`config.mk`:
```
export PLATFORM = sky130hd
export DESIGN_NAME = sat_counter
export DESIGN_NICKNAME = d
export VERILOG_FILES = /design/src/rtl/mod_count_checker_sat_counter.sv
export SDC_FILE = /design/constraint.sdc
export NUM_CORES = 1
export LEC_CHECK = 0
export BUFFER_PORTS_ARGS = -buffer_cell sky130_fd_sc_hd__buf_2
export CAP_MARGIN = 20
export CELL_PAD_IN_SITES_DETAIL_PLACEMENT = 0
export CELL_PAD_IN_SITES_GLOBAL_PLACEMENT = 1
export CORE_MARGIN = 5
export CORE_UTILIZATION = 34
export CTS_CLUSTER_DIAMETER = 150
export DETAILED_ROUTE_END_ITERATION = 6
export PLACE_DENSITY = 0.73
export REMOVE_ABC_BUFFERS = 1
export SLEW_MARGIN = 20
export SYNTH_ARGS = -nofsm -noshare
export SYNTH_HDL_FRONTEND = slang
export SYNTH_SLANG_ARGS = --single-unit
```
`constraint.sdc`:
```
create_clock -name clk -period 1.5 [get_ports clk]
set_clock_uncertainty 0.1 [all_clocks]
set_input_delay 0.3 -clock clk [delete_from_list [all_inputs] [get_ports clk]]
set_output_delay 0.3 -clock clk [all_outputs]
set_load 0.005 [all_outputs]
```
`src/rtl/mod_count_checker_sat_counter.sv`:
```
`default_nettype none
// ============================================================================
//  Module      : sat_counter
//  Description : Saturating up-counter with synchronous clear. When clear
//                and increment coincide, the clear is applied first and the
//                increment then counts, giving 1.
//  Revision    : 1.0 - initial release
// ============================================================================
module sat_counter #(
    parameter int WIDTH = 8
) (
    input  logic             clk,
    input  logic             rst,
    input  logic             inc,
    input  logic             clr,
    output logic [WIDTH-1:0] count
);

    localparam logic [WIDTH-1:0] c_max = '1;
    localparam logic [WIDTH-1:0] c_one = WIDTH'(1);

    logic [WIDTH-1:0] count_d;
    logic [WIDTH-1:0] count_q;

    // Next count: clear has priority, then saturating increment.
    always_comb begin
        count_d = count_q;
        if (clr) begin
            count_d = inc ? c_one : '0;
        end else if (inc && (count_q != c_max)) begin
            count_d = count_q + c_one;
        end
    end

    // Count register.
    always_ff @(posedge clk) begin
        if (rst) begin
            count_q <= '0;
        end else begin
            count_q <= count_d;
        end
    end

    assign count = count_q;

endmodule : sat_counter
`default_nettype wire

```
==> flow_summary.json <==
{
  "hold_class": "in -> reg",
  "power_density_nw_per_um2": 713,
  "overflow": 0,
  "yosys.area.top_type": "dfxtp_1",
  "reg2reg_slack_ns": 0.13,
  "start_kind": "register",
  "cts_tree": "done",
  "cts-resized-gates": 0,
  "diodes": 0,
  "p_total_mw": 0.430,
  "grt_first_pass_wirelength_um": 1950,
  "tightest_slew_ns": 0.299,
  "netlist.area_leader.share_pct": 36.1,
  "maxCapViolations": 0,
  "post-route-period-util_pct": 91.6,
  "synth-seq-cells": 8,
  "antenna_left": 0,
  "grt_max_degree": 8,
  "vias": 510,
  "grtUsageTotal_pct": 12.9,
  "syn_area_per_cell_um2": 8.38,
  "clock-sinks": 8,
  "min-delay-start": "rst",
  "path_max_fanout": 7,
  "hpwl_um": 913,
  "yosysWarnings": 0,
  "clock_latency_ns": 0.25,
  "synthTopCellsByArea": "dfxtp_1 (36%), mux2i_1 (6.8%), a31oi_1 (5.6%)",
  "cts-buffers-inserted": 3,
  "dieArea_um2": 2130,
  "drt_iter0_markers": 12,
  "netlist_instances": 53,
  "grt_pass1_vias": 445,
  "final.min_clock_period_ns": 1.37,
  "slew_viol_final": 0,
  "ys_seq_area_share_pct": 36.1,
  "dr.pass1.iters": 6,
  "peakVddDrop_v": 0.000483,
  "ios": 12,
  "worstRegToRegCells": 4,
  "synth_cell_types": 25,
  "htreeDepth": 1,
  "dpl-instance-area_um2": 578,
  "routed_wl_um": 1210,
  "largest_register_ffs": 8,
  "leakage_nw": 0.275,
  "hold_depth": 2,
  "status": "finished clean",
  "fp-row-count": 13,
  "regToRegStartpoint": "count[1]",
  "fin_area_um2": 603,
  "synth_edf_count": 0,
  "antenna_found_initial": 0,
  "avgRoutedWirePerCell_um": 13.4,
  "dp.cells": 87,
  "holdBufCountCts": 0,
  "setup_violations": 0,
  "synth_area_um2": 444,
  "worstPathArrival_ns": 1.41,
  "finalHoldViolCount": 0,
  "routabilityCongestion": 0.780,
  "dieHeight_um": 46.1,
  "final.setup.tns_ns": 0,
  "synth_top_flop_cell": "dfxtp_1",
  "area_growth_pct": 35.8,
  "drive_gt1_share_pct": 34.7,
  "cts_buffer_depth": 2,
  "critPathKind": "reg -> reg",
  "stdcell_count": 90,
  "core-area_um2": 1270,
  "worst_setup_path_end_kind": "register",
  "async_flop_share_pct": 0,
  "start_util_pct": 35.0,
  "fp.dieW_um": 46.1,
  "drc_errors": 0,
  "cts.clk_slew.worst_paths_ns": 0.06,
  "slew_headroom_pct": 79.8,
  "critPathRequiredTime_ns": 1.54,
  "viasPerCell": 5.67,
  "final_nets": 82,
  "post_cts_buffers": 0,
  "hold_end": "count[2]",
  "port-buffer-count": 11,
  "fmax_ghz": 0.728,
  "r2r-end": "count[6]",
  "cts-root-buf": "clkbuf_4",
  "rsz0062_at_grt": "no"
}
==> logic make-up after synthesis <==
logic type	synth area share [%]
buf+inv	5.07
flops	36.1
compound gates	22.3
fa+ha+maj	2.82
simple gates	27.1
mux	6.76
==> area by class of cell <==
| type | count | area [µm²] |
|---|---|---|
| fill | 138 | 666 |
| multi-input combinational | 40 | 264 |
| sequential | 8 | 160 |
| timing repair buffer | 20 | 123 |
| clock buffer | 3 | 22.5 |
| tap | 15 | 18.8 |
| inverter | 4 | 15.0 |
==> worst max-delay path by stage <==
stage | slack, ns | cells past startpoint | to | start
floorplan | 0.15 | 4 | count[1] | count[0]
global placement | 0.14 | 4 | count[0] | count[0]
detailed placement | 0.12 | 4 | count[6] | count[1]
CTS | 0.09 | 4 | count[6] | count[1]
global route | 0.02 | 3 | count[5] | count[2]
finish | 0.13 | 4 | count[6] | count[1]
==> synth_stat cells, types with 2 or more instances <==
| master | instances |
|---|---|
| dfxtp_1 | 8 |
| a31oi_1 | 4 |
| a21oi_1 | 4 |
| nor2_1 | 2 |
| o21ai_0 | 2 |
| inv_1 | 4 |
| nand2_1 | 5 |
| mux2i_1 | 3 |
| nand4_1 | 3 |
| nand3_1 | 2 |
| and4_1 | 2 |
==> metrics by stage <==
step                hold slack [ns]  util (%)  setup WS [ns]
global route                  0.174      47.5         0.0220
finish                        0.166      47.5          0.127
floorplan                     0.269         -          0.146
global placement              0.432      45.6          0.142
CTS                           0.159      47.3         0.0944
detailed placement            0.426      45.6          0.116
==> critical path: stages, from the launching register on <==
cell and delay, ns:
dfxtp_1 0.34, ha_2 0.24, nand3_1 0.15, o41ai_1 0.36
nor2_1 0.07
==> metal layers <==
| layer | share of wire, % | global-route usage, % |
|---|---|---|
| met1 | 43 | 15.4 |
| met2 | 48 | 21.2 |
| met3 | 7.7 | 2.73 |
| met4 | 0.99 | 6.82 |
| met5 | 0 | 0 |
==> where the power goes <==
part	internal [mW]	switching (mW)
logic	0.0218	0.0213
clock network	0.0919	0.0774
registers	0.216	0.00185
==> cells in the final DEF (no fill, tap or decap), drive strengths merged, types with 3 or more instances in the layout <==
| cell | instances |
|---|---|
| buf | 20 |
| dfxtp | 8 |
| nand2 | 5 |
| a21oi | 4 |
| inv | 4 |
| a31oi | 4 |
| mux2i | 3 |
| nand4 | 3 |
| clkbuf | 3 |
No activity file was read; power rests on OpenSTA's default activity.
